[config.mk]
export PLATFORM = sky130hd
export DESIGN_NAME = seq_addsub
export DESIGN_NICKNAME = d
export VERILOG_FILES = /design/src/rtl/seq_addsub_pkg.sv /design/src/rtl/seq_addsub_rca_chunk.sv /design/src/rtl/seq_addsub.sv
export SDC_FILE = /design/constraint.sdc
export NUM_CORES = 1
export LEC_CHECK = 0
export ABC_CLOCK_PERIOD_IN_PS = 6500
export CORE_ASPECT_RATIO = 1.2
export CORE_MARGIN = 2
export CORE_UTILIZATION = 45
export CTS_BUF_LIST = sky130_fd_sc_hd__clkbuf_2
export DETAILED_ROUTE_END_ITERATION = 7
export PLACE_DENSITY = 0.71
export SETUP_SLACK_MARGIN = 0.3
export SYNTH_ARGS = -nofsm -noshare
export SYNTH_HDL_FRONTEND = slang
export SYNTH_SLANG_ARGS = --single-unit
export TNS_END_PERCENT = 5
[constraint.sdc]
create_clock -name clk -period 6.5 [get_ports clk]
set_input_delay 1.3 -clock clk [delete_from_list [all_inputs] [get_ports clk]]
set_output_delay 1.3 -clock clk [all_outputs]
set_load 0.1 [all_outputs]
[src/rtl/seq_addsub_pkg.sv]
// Shared types and helpers for the multi-cycle add/subtract unit.
package seq_addsub_pkg;

  typedef enum logic [1:0] {IDLE, RUN, DONE} addsub_state_t;

  localparam int DEFAULT_WIDTH = 32;
  localparam int DEFAULT_CHUNK = 8;

  typedef struct packed {
    logic s;
    logic co;
  } fa_out_t;

  // Single-bit full-adder cell; the ripple chunk is built from these.
  function automatic fa_out_t full_add(input logic a, input logic b, input logic ci);
    fa_out_t r;
    r.s  = a ^ b ^ ci;
    r.co = (a & b) | (ci & (a ^ b));
    return r;
  endfunction

endpackage

[src/rtl/seq_addsub_rca_chunk.sv]
// Combinational CHUNK-bit ripple-carry adder. Also exposes the carry into
// the MSB so the caller can derive signed overflow on the last chunk.
module rca_chunk
  import seq_addsub_pkg::*;
#(
  parameter int CHUNK = DEFAULT_CHUNK
) (
  input  logic [CHUNK-1:0] A,
  input  logic [CHUNK-1:0] B,
  input  logic             Cin,
  output logic [CHUNK-1:0] S,
  output logic             Cout,
  output logic             Cmsb
);

  // Ripple the carry through the full-adder cells, LSB first.
  always_comb begin
    logic    c;
    fa_out_t r;
    c    = Cin;
    S    = '0;
    Cmsb = 1'b0;
    for (int i = 0; i < CHUNK; i++) begin
      if (i == CHUNK - 1) Cmsb = c;
      r    = full_add(A[i], B[i], c);
      S[i] = r.s;
      c    = r.co;
    end
    Cout = c;
  end

endmodule

[src/rtl/seq_addsub.sv]
// Multi-cycle add/subtract: one CHUNK-wide slice per clock, LSB first,
// carry held in a register between slices. Result, Cout and V hold until
// the next accepted start.
//
// state | meaning
// IDLE  | waiting for start
// RUN   | adding chunk idx_q each cycle
// DONE  | result complete, done pulse; start here chains the next op
module seq_addsub
  import seq_addsub_pkg::*;
#(
  parameter int WIDTH = DEFAULT_WIDTH,
  parameter int CHUNK = DEFAULT_CHUNK
) (
  input  logic             clk,
  input  logic             rst_n,
  input  logic             start,
  input  logic [WIDTH-1:0] A,
  input  logic [WIDTH-1:0] B,
  input  logic             sub,
  input  logic             Cin,
  output logic             busy,
  output logic             done,
  output logic [WIDTH-1:0] S,
  output logic             Cout,
  output logic             V,
  output logic             Z
);

  localparam int N  = WIDTH / CHUNK;
  localparam int IW = (N > 1) ? $clog2(N) : 1;
  localparam logic [IW-1:0] LAST = IW'(N - 1);

  if (CHUNK < 1 || (WIDTH % CHUNK) != 0) begin : g_bad_param
    $error("seq_addsub: WIDTH must be a non-zero multiple of CHUNK");
  end

  addsub_state_t    state_q, state_d;
  logic [IW-1:0]    idx_q, idx_d;
  logic             carry_q, carry_d;
  logic [WIDTH-1:0] a_q, a_d;
  logic [WIDTH-1:0] b_q, b_d;
  logic [WIDTH-1:0] s_q, s_d;
  logic             cout_q, cout_d;
  logic             v_q, v_d;
  logic             zv_q, zv_d;   // result complete, so Z may reflect S

  logic [CHUNK-1:0] sum_chunk;
  logic             c_out, c_msb;

  rca_chunk #(.CHUNK(CHUNK)) u_rca (
    .A    (a_q[idx_q*CHUNK +: CHUNK]),
    .B    (b_q[idx_q*CHUNK +: CHUNK]),
    .Cin  (carry_q),
    .S    (sum_chunk),
    .Cout (c_out),
    .Cmsb (c_msb)
  );

  // Next-state logic: accept operands, step through chunks, capture flags.
  always_comb begin
    state_d = state_q;
    idx_d   = idx_q;
    carry_d = carry_q;
    a_d     = a_q;
    b_d     = b_q;
    s_d     = s_q;
    cout_d  = cout_q;
    v_d     = v_q;
    zv_d    = zv_q;
    unique case (state_q)
      IDLE, DONE: begin
        if (start) begin
          state_d = RUN;
          a_d     = A;
          b_d     = sub ? ~B : B;
          carry_d = sub ? 1'b1 : Cin;
          idx_d   = '0;
          s_d     = '0;
          zv_d    = 1'b0;
        end else begin
          state_d = IDLE;
        end
      end
      RUN: begin
        s_d[idx_q*CHUNK +: CHUNK] = sum_chunk;
        carry_d = c_out;
        idx_d   = idx_q + 1'b1;
        if (idx_q == LAST) begin
          state_d = DONE;
          idx_d   = '0;
          cout_d  = c_out;
          v_d     = c_msb ^ c_out;
          zv_d    = 1'b1;
        end
      end
      default: state_d = IDLE;
    endcase
  end

  // State and datapath registers with asynchronous clear.
  always_ff @(posedge clk or negedge rst_n) begin
    if (!rst_n) begin
      state_q <= IDLE;
      idx_q   <= '0;
      carry_q <= 1'b0;
      a_q     <= '0;
      b_q     <= '0;
      s_q     <= '0;
      cout_q  <= 1'b0;
      v_q     <= 1'b0;
      zv_q    <= 1'b0;
    end else begin
      state_q <= state_d;
      idx_q   <= idx_d;
      carry_q <= carry_d;
      a_q     <= a_d;
      b_q     <= b_d;
      s_q     <= s_d;
      cout_q  <= cout_d;
      v_q     <= v_d;
      zv_q    <= zv_d;
    end
  end

  assign busy = (state_q == RUN);
  assign done = (state_q == DONE);
  assign S    = s_q;
  assign Cout = cout_q;
  assign V    = v_q;
  assign Z    = zv_q & ~|s_q;

endmodule

==> impl_table.tex, run 1 <==
\begin{tabular}{lr}
\hline
Metric & Value \\
\hline
\multicolumn{2}{l}{\textbf{Clock tree}} \\
\quad Clock root buffer master & sky130\_fd\_sc\_hd\_\_clkbuf\_2 \\
\quad H-tree depth & 3 \\
\quad Source-to-sink clock delay at the later pin of the worst-skew pair & 0.58 ns \\
\quad Number of hold-repair buffers added at the cts stage & 0 \\
\quad Number of buffers inserted during clock tree synthesis & 9 \\
\quad Setup Buffers After CTS & 0 \\
\quad Clock-pin transition on the worst setup and hold timing paths & 0.27 ns \\
\quad Post-cts sizing count & 0 \\
\quad Total number of clock tree sinks & 104 \\
\quad TritonCTS clock tree & yes \\
\quad Maximum root-to-sink buffer count & 2 \\
\multicolumn{2}{l}{\textbf{Die}} \\
\quad Initial Utilization & 46.2\% \\
\quad Die ar. & 11,700 sq um \\
\quad Width of the chip & 99.1 um \\
\quad Core ar. & 10,600 sq um \\
\quad Die H & 118 um \\
\quad Row count & 41 \\
\quad Number of I/O pins & 106 \\
\multicolumn{2}{l}{\textbf{Worst setup path}} \\
\quad Worst EP arrival & 5.26 ns \\
\quad Maximum fanout encountered on the critical timing path & 13 \\
\quad Critical path's most frequent cell & sky130\_fd\_sc\_hd\_\_fa\_1 \\
\quad Highest cell delay on the worst timing path & 0.82 ns \\
\quad Critical setup path kind & reg2reg \\
\quad Type of element launching the critical path & flip-flop \\
\quad Critical-path cell list & mux4\_2, inv\_1, fa\_1, fa\_1, fa\_1, fa\_1, fa\_1, inv\_1, fa\_1, inv\_1, fa\_1, inv\_1, fa\_1, a22o\_1 \\
\quad CP endpoint kind & flip-flop \\
\quad Cell with the largest stage delay on the worst path & sky130\_fd\_sc\_hd\_\_dfrtp\_1 \\
\quad Data required time at the worst endpoint & 7.01 ns \\
\multicolumn{2}{l}{\textbf{Timing}} \\
\quad Final min period & 4.76 ns \\
\quad Worst setup skew after layout & 0.0222 ns \\
\quad Setup repair after global routing missed its margin & false \\
\quad Max Transition Viols Final & 0 \\
\quad Share of the clock period used by the worst path & 73.2\% \\
\quad Number of setup violations in the final report & 0 \\
\quad Worst slew pin tran & 1.04 ns \\
\quad Final Hold Fails & 0 \\
\quad Highest achievable clock rate & 210 MHz \\
\quad Normalized max-slew margin & 30.7\% \\
\quad Post-Route Setup TNS & 0 ns \\
\multicolumn{2}{l}{\textbf{GRT}} \\
\quad GRT overflow & 0 \\
\quad Global router's overall resource usage & 20.5\% \\
\quad Global-route wire length before repair & 18,700 um \\
\quad Pin count of the biggest net entering global routing & 86 \\
\quad Initial antenna violation count & 0 \\
\quad Vias in the first global route & 3,696 \\
\multicolumn{2}{l}{\textbf{Min path}} \\
\quad Worst min path class & reg2reg \\
\multicolumn{2}{l}{\textbf{Power}} \\
\quad Power density over the cells & 580 nW/um\^{}2 \\
\quad LEAKAGE & 0.00275 uW \\
\quad Sum of internal, switching and leakage power & 3560 uW \\
\quad Maximum VDD drop & 0.337 mV \\
\multicolumn{2}{l}{\textbf{Yosys}} \\
\quad Top FF cell, synth & sky130\_fd\_sc\_hd\_\_dfrtp\_1 \\
\quad Fraction of synthesized cell area taken by the top area cell type & 53.3\% \\
\quad Post-synth ARST share & 100\% \\
\quad Number of distinct library cells after synthesis & 34 \\
\quad Yosys warning total & 0 \\
\quad Summed instance area of the synthesized netlist & 4880 sq um \\
\quad Syn avg cell area & 10.8 sq um \\
\quad Synthesized instance count & 450 \\
\quad Sequential cell area fraction in the yosys report & 53.3\% \\
\quad Top area cells in the synthesized netlist & sky130\_fd\_sc\_hd\_\_dfrtp\_1 (53\%), sky130\_fd\_sc\_hd\_\_nand2\_1 (10\%), sky130\_fd\_sc\_hd\_\_mux4\_2 (7.4\%), sky130\_fd\_sc\_hd\_\_xnor2\_1 (5.7\%), sky130\_fd\_sc\_hd\_\_o2bb2ai\_1 (4.7\%) \\
\quad Syn Nets & 531 \\
\quad Number of enable-type register cells in the synthesized netlist & 0 \\
\quad Total of flip-flops plus latches after synthesis & 104 \\
\quad Post-synthesis cell type with the largest combined area & sky130\_fd\_sc\_hd\_\_dfrtp\_1 \\
\multicolumn{2}{l}{\textbf{Drt}} \\
\quad Routed via count divided by cell count & 5.29 \\
\quad Via count & 3,591 \\
\quad Detailed Route Iter0 Violations & 191 \\
\quad DRC & 0 \\
\quad Routed len/inst & 16.7 um \\
\quad Final Routed Wirelength & 11,300 um \\
\quad Number of optimization iterations in the first detailed-route pass & 4 \\
\quad Residual antenna-violating net count after detailed routing & 0 \\
\multicolumn{2}{l}{\textbf{Placement}} \\
\quad Post-place instance area & 6010 sq um \\
\quad IO Port Bufs & 105 \\
\quad Dpl cells & 663 \\
\quad Last weighted congestion value of the routability-driven placer & 0.820 \\
\quad Post-detailed-placement half-perimeter wirelength & 8650 um \\
\multicolumn{2}{l}{\textbf{Cells and area}} \\
\quad Synth-to-Final Area Change & 25.8\% \\
\quad Sequential cell area & 2600 sq um \\
\quad Fraction of final layout cells with drive strength greater than 1 & 8.55\% \\
\quad Net count, final & 626 \\
\quad Count of inserted antenna diode cells & 0 \\
\quad Fill count & 894 \\
\quad Final Instance Count excl. Fillers & 679 \\
\quad Final design area excluding fillers & 6140 sq um \\
\quad Footprint of the multi-input gates & 2070 sq um \\
\multicolumn{2}{l}{\textbf{Status}} \\
\quad Status & finished clean \\
\multicolumn{2}{l}{\textbf{Run}} \\
\quad Max capacitance violation total & 0 \\
\hline
\end{tabular}
-- per-layer routing --
metal | wire (um) | vias to the layer above | GRT usage, %
met5 | 0 | - | 0
met4 | 191 | 0 | 6.85
met3 | 583 | 18 | 2.67
met2 | 5820 | 116 | 34.7
met1 | 4720 | 1749 | 27.1
li1 | - | 1708 | -
-- cell type report --
type,count,share of cell area [%]
clock buffers,10,0.815
flip-flops and latches,104,42.4
repair buffers,110,17.6
inverters,24,1.47
clock inverters,6,1.37
multi-input cells,296,33.7
well taps,129,2.63
-- cells in the final DEF (no fill, tap or decap), drive strengths merged, types with 3 or more instances in the layout --
cell type / Yosys / layout
a21oi: 4 / 4
a22o: 7 / 7
buf: 15 / 7
clkbuf: 11 / 10
clkdlybuf4s50: 0 / 103
dfrtp: 104 / 104
fa: 8 / 8
ha: 4 / 4
inv: 24 / 24
mux4: 16 / 16
nand2: 132 / 132
nand2b: 3 / 3
nand4: 3 / 3
nor2: 4 / 4
nor4: 7 / 7
o21ai: 34 / 34
o2bb2ai: 26 / 26
xnor2: 32 / 32
-- cells in the mapped netlist, drive strengths merged, types with 2 or more instances --
master   instances
and2b            2
dfrtp          104
a22o             7
o2bb2ai         26
nand2b           3
nor4             7
inv             24
nor3             2
clkbuf          11
a21oi            4
or3              2
nor2             4
mux4            16
fa               8
ha               4
nand2          132
buf             15
xnor2           32
or4              2
o21ai           34
nand4            3
-- through the flow --
| stage | setup WS (ns) | utilization (%) | hold slack, ns |
|---|---|---|---|
| floorplan | 1.87 | - | 0.439 |
| global placement | 1.89 | 56.8 | 0.456 |
| detailed placement | 1.75 | 56.8 | 0.465 |
| CTS | 1.72 | 58.1 | 0.515 |
| global route | 1.48 | 58.1 | 0.522 |
| finish | 1.74 | 58.1 | 0.512 |
-- kinds of logic after synthesis --
kind of cell | share of synthesized area (%)
flip-flops | 53.3
adder cells (fa/ha/maj) | 4.31
AO/OA/AOI/OAI | 10.5
XOR/XNOR | 5.92
multiplexers | 7.61
buffers and inverters | 4.31
AND/OR/NAND/NOR | 14.0
-- path summary, 6_finish.rpt --
check,start,endpoint,slack (ns),cells past startpoint
max,idx_q[0],S[23],1.74,14
min,a_q[16],a_q[16],0.51,2
max reg2reg,idx_q[0],S[23],1.74,14
min reg2reg,a_q[16],a_q[16],0.51,2
max in group asynchronous,rst_n,S[28],4.67,2
min in group asynchronous,rst_n,a_q[31],0.54,1
-- registers in the layout, indices dropped and copies added, names as in the netlist --
name     flops
zv_q         1
b_q         32
idx_q        2
V            1
a_q         32
carry_q      1
state_q      2
Cout         1
S           32
-- power by group --
group,internal [uW],total [uW],switching (uW)
sequential,915,1120,210
combinational,725,2100,1370
clock,126,335,209
total,1770,3560,1790
-- critical path, delay by kind of cell, from the launching register on --
family / cells / cell delay [ns]
buffers and inverters: 4 / 0.28
multiplexers: 1 / 0.35
flip-flops: 1 / 0.82
AO/OA/AOI/OAI: 1 / 0.22
adder cells (fa/ha/maj): 8 / 3.00
(Power assumes the default switching activity.)
==> run 2: changes to the inputs <==
--- a/config.mk
+++ b/config.mk
@@ -5,7 +5,7 @@
 export SDC_FILE = /design/constraint.sdc
 export NUM_CORES = 1
 export LEC_CHECK = 0
-export ABC_CLOCK_PERIOD_IN_PS = 6500
+export ABC_CLOCK_PERIOD_IN_PS = 4950
 export CORE_ASPECT_RATIO = 1.2
 export CORE_MARGIN = 2
 export CORE_UTILIZATION = 45
==> constraint.sdc (replaced) <==
create_clock -name clk -period 4.95 [get_ports clk]
set_input_delay 0.99 -clock clk [delete_from_list [all_inputs] [get_ports clk]]
set_output_delay 0.99 -clock clk [all_outputs]
set_load 0.1 [all_outputs]
==> run 2 against run 1 <==
Compared with the run above: routed wire length fell by 0.60%; clock skew fell by 0.0011 ns; sequential power grew 29%; worst hold slack got worse by 0.10 ns; sequential cell count stayed put; cell count is 0.29% higher; core utilization shrank 0.25 points; fmax up 8.9%; via count is 0.36% higher; critical path depth unchanged; sequential share of layout area up 0.18 points; clock-buffer cell count fell by 1; critical path type unchanged; critical endpoint is now S[31]; highest routed layer unchanged.
==> impl_table.tex, run 2 (synthesis gave the netlist of run 1 again) <==
\begin{tabular}{lr}
\hline
Metric & Value \\
\hline
\multicolumn{2}{l}{\textbf{Timing}} \\
\quad Final min period & 4.37 ns \\
\quad Highest achievable clock rate & 229 MHz \\
\quad Worst setup skew after layout & 0.0211 ns \\
\quad Max Transition Viols Final & 0 \\
\quad Post-Route Setup TNS & 0 ns \\
\quad Normalized max-slew margin & 34.5\% \\
\quad Final Hold Fails & 0 \\
\quad Share of the clock period used by the worst path & 88.3\% \\
\quad Setup repair after global routing missed its margin & false \\
\quad Number of setup violations in the final report & 0 \\
\quad Worst slew pin tran & 0.980 ns \\
\multicolumn{2}{l}{\textbf{Cells and area}} \\
\quad Count of inserted antenna diode cells & 0 \\
\quad Final design area excluding fillers & 6110 sq um \\
\quad Fill count & 948 \\
\quad Most common cell after layout, fill and taps aside & sky130\_fd\_sc\_hd\_\_nand2\_1 \\
\quad Synth-to-Final Area Change & 25.2\% \\
\quad Fraction of final layout cells with drive strength greater than 1 & 9.06\% \\
\quad Most used cells in the layout excluding fill and tap cells & sky130\_fd\_sc\_hd\_\_nand2\_1 (132), sky130\_fd\_sc\_hd\_\_dfrtp\_1 (104), sky130\_fd\_sc\_hd\_\_clkdlybuf4s50\_1 (103) \\
\quad Net count, final & 628 \\
\multicolumn{2}{l}{\textbf{Worst setup path}} \\
\quad Critical setup path kind & reg2reg \\
\quad Critical path's most frequent cell & sky130\_fd\_sc\_hd\_\_fa\_1 \\
\quad Number of cells on the worst reg-to-reg path & 14 \\
\quad Type of element launching the critical path & flip-flop \\
\quad R2r startpoint & idx\_q[0] \\
\quad Critical-path cell list & mux4\_2, inv\_1, fa\_1, fa\_1, fa\_1, fa\_1, fa\_1, inv\_1, fa\_1, inv\_1, fa\_1, inv\_1, fa\_1, a22o\_1 \\
\quad Maximum fanout encountered on the critical timing path & 4 \\
\quad Worst reg2reg endpoint & S[31] \\
\quad Worst EP arrival & 4.87 ns \\
\quad Cell with the largest stage delay on the worst path & sky130\_fd\_sc\_hd\_\_dfrtp\_1 \\
\quad CP endpoint kind & flip-flop \\
\quad Data required time at the worst endpoint & 5.45 ns \\
\quad Setup slack, reg-to-reg & 0.58 ns \\
\quad Highest cell delay on the worst timing path & 0.50 ns \\
\multicolumn{2}{l}{\textbf{Clock tree}} \\
\quad TritonCTS clock tree & yes \\
\quad Number of hold-repair buffers added at the cts stage & 0 \\
\quad Maximum root-to-sink buffer count & 2 \\
\quad Number of buffers inserted during clock tree synthesis & 9 \\
\quad Clock root buffer master & sky130\_fd\_sc\_hd\_\_clkbuf\_2 \\
\quad Clock-pin transition on the worst setup and hold timing paths & 0.27 ns \\
\quad H-tree depth & 3 \\
\quad Post-cts sizing count & 0 \\
\quad Total number of clock tree sinks & 104 \\
\quad Setup Buffers After CTS & 0 \\
\quad Source-to-sink clock delay at the later pin of the worst-skew pair & 0.59 ns \\
\multicolumn{2}{l}{\textbf{GRT}} \\
\quad Global-route wire length before repair & 18,600 um \\
\quad Pin count of the biggest net entering global routing & 64 \\
\quad Initial antenna violation count & 0 \\
\quad Vias in the first global route & 3,769 \\
\quad Global router's overall resource usage & 20.3\% \\
\quad GRT overflow & 0 \\
\multicolumn{2}{l}{\textbf{Placement}} \\
\quad IO Port Bufs & 105 \\
\quad Post-detailed-placement half-perimeter wirelength & 8680 um \\
\quad Post-place instance area & 6020 sq um \\
\quad Last weighted congestion value of the routability-driven placer & 0.777 \\
\multicolumn{2}{l}{\textbf{Die}} \\
\quad Initial Utilization & 46.2\% \\
\quad Width of the chip & 99.1 um \\
\quad Row count & 41 \\
\quad Core ar. & 10,600 sq um \\
\quad Die ar. & 11,700 sq um \\
\quad Number of I/O pins & 106 \\
\quad Die H & 118 um \\
\multicolumn{2}{l}{\textbf{Power}} \\
\quad Maximum VDD drop & 0.315 mV \\
\quad Power density over the cells & 749 nW/um\^{}2 \\
\quad LEAKAGE & 0.00274 uW \\
\multicolumn{2}{l}{\textbf{Drt}} \\
\quad Residual antenna-violating net count after detailed routing & 0 \\
\quad Detailed Route Iter0 Violations & 159 \\
\quad Final Routed Wirelength & 11,300 um \\
\quad Routed len/inst & 16.5 um \\
\quad DRC & 0 \\
\quad Routed via count divided by cell count & 5.29 \\
\quad Number of optimization iterations in the first detailed-route pass & 5 \\
\quad Via count & 3,604 \\
\multicolumn{2}{l}{\textbf{Min path}} \\
\quad Worst min path class & in2async \\
\multicolumn{2}{l}{\textbf{Run}} \\
\quad Max capacitance violation total & 0 \\
\multicolumn{2}{l}{\textbf{Status}} \\
\quad Status & finished clean \\
\hline
\end{tabular}
==> run 2: power breakdown <==
part           internal, uW  leakage, uW  total (uW)  switching, uW
Clock                  66.0    0.0000581         350            284
Combinational           957      0.00135        2790           1830
Sequential             1200      0.00133        1440            239
Total                  2220      0.00274        4580           2350
==> run 2: layer usage <==
layer / track usage [%] / vias to the layer above / wire (um)
met2: 34.0 / 127 / 5810
met5: 0 / - / 0
met3: 3.62 / 18 / 604
li1: - / 1708 / -
met4: 7.45 / 0 / 225
met1: 26.4 / 1751 / 4610
==> run 2: through the flow <==
stage / instances / hold WS, ns / total power [uW] / util [%] / setup slack (ns)
final: 681 / 0.408 / 4580 / 57.8 / 0.579
after CTS: 681 / 0.414 / 4590 / 57.8 / 0.560
after global placement: 665 / 0.456 / 4190 / 57.0 / 0.684
after floorplan: 450 / 0.439 / 3430 / - / 0.433
after global routing: 681 / 0.410 / 4880 / 57.8 / 0.332
after detailed placement: 665 / 0.461 / 4250 / 57.0 / 0.622
==> run 2: layout make-up <==
| cell class | count | area, sq um | share of cell area, % |
|---|---|---|---|
| repair buffers | 112 | 1100 | 17.9 |
| inverters | 24 | 90.1 | 1.47 |
| flip-flops and latches | 104 | 2600 | 42.6 |
| clock buffers | 9 | 45.0 | 0.737 |
| multi-input cells | 296 | 2070 | 33.9 |
| clock inverters | 7 | 47.5 | 0.778 |
| well taps | 129 | 161 | 2.64 |
==> run 2: worst max-delay path: cells and delay by family (launching register included) <==
kind | cells | cell delay, ns
fa+ha+maj | 8 | 2.96
buf+inv | 4 | 0.26
mux | 1 | 0.35
flops | 1 | 0.50
compound gates | 1 | 0.22
==> run 2: how the worst max path moves through the flow <==
stage                         from     to  slack [ns]  cells after the start
after floorplan           idx_q[1]  S[23]        0.43                     16
after global placement    idx_q[0]  S[23]        0.68                     14
after detailed placement  idx_q[0]  S[23]        0.62                     14
after CTS                 idx_q[0]  S[23]        0.56                     14
after global routing      idx_q[0]  S[23]        0.33                     14
final                     idx_q[0]  S[31]        0.58                     14
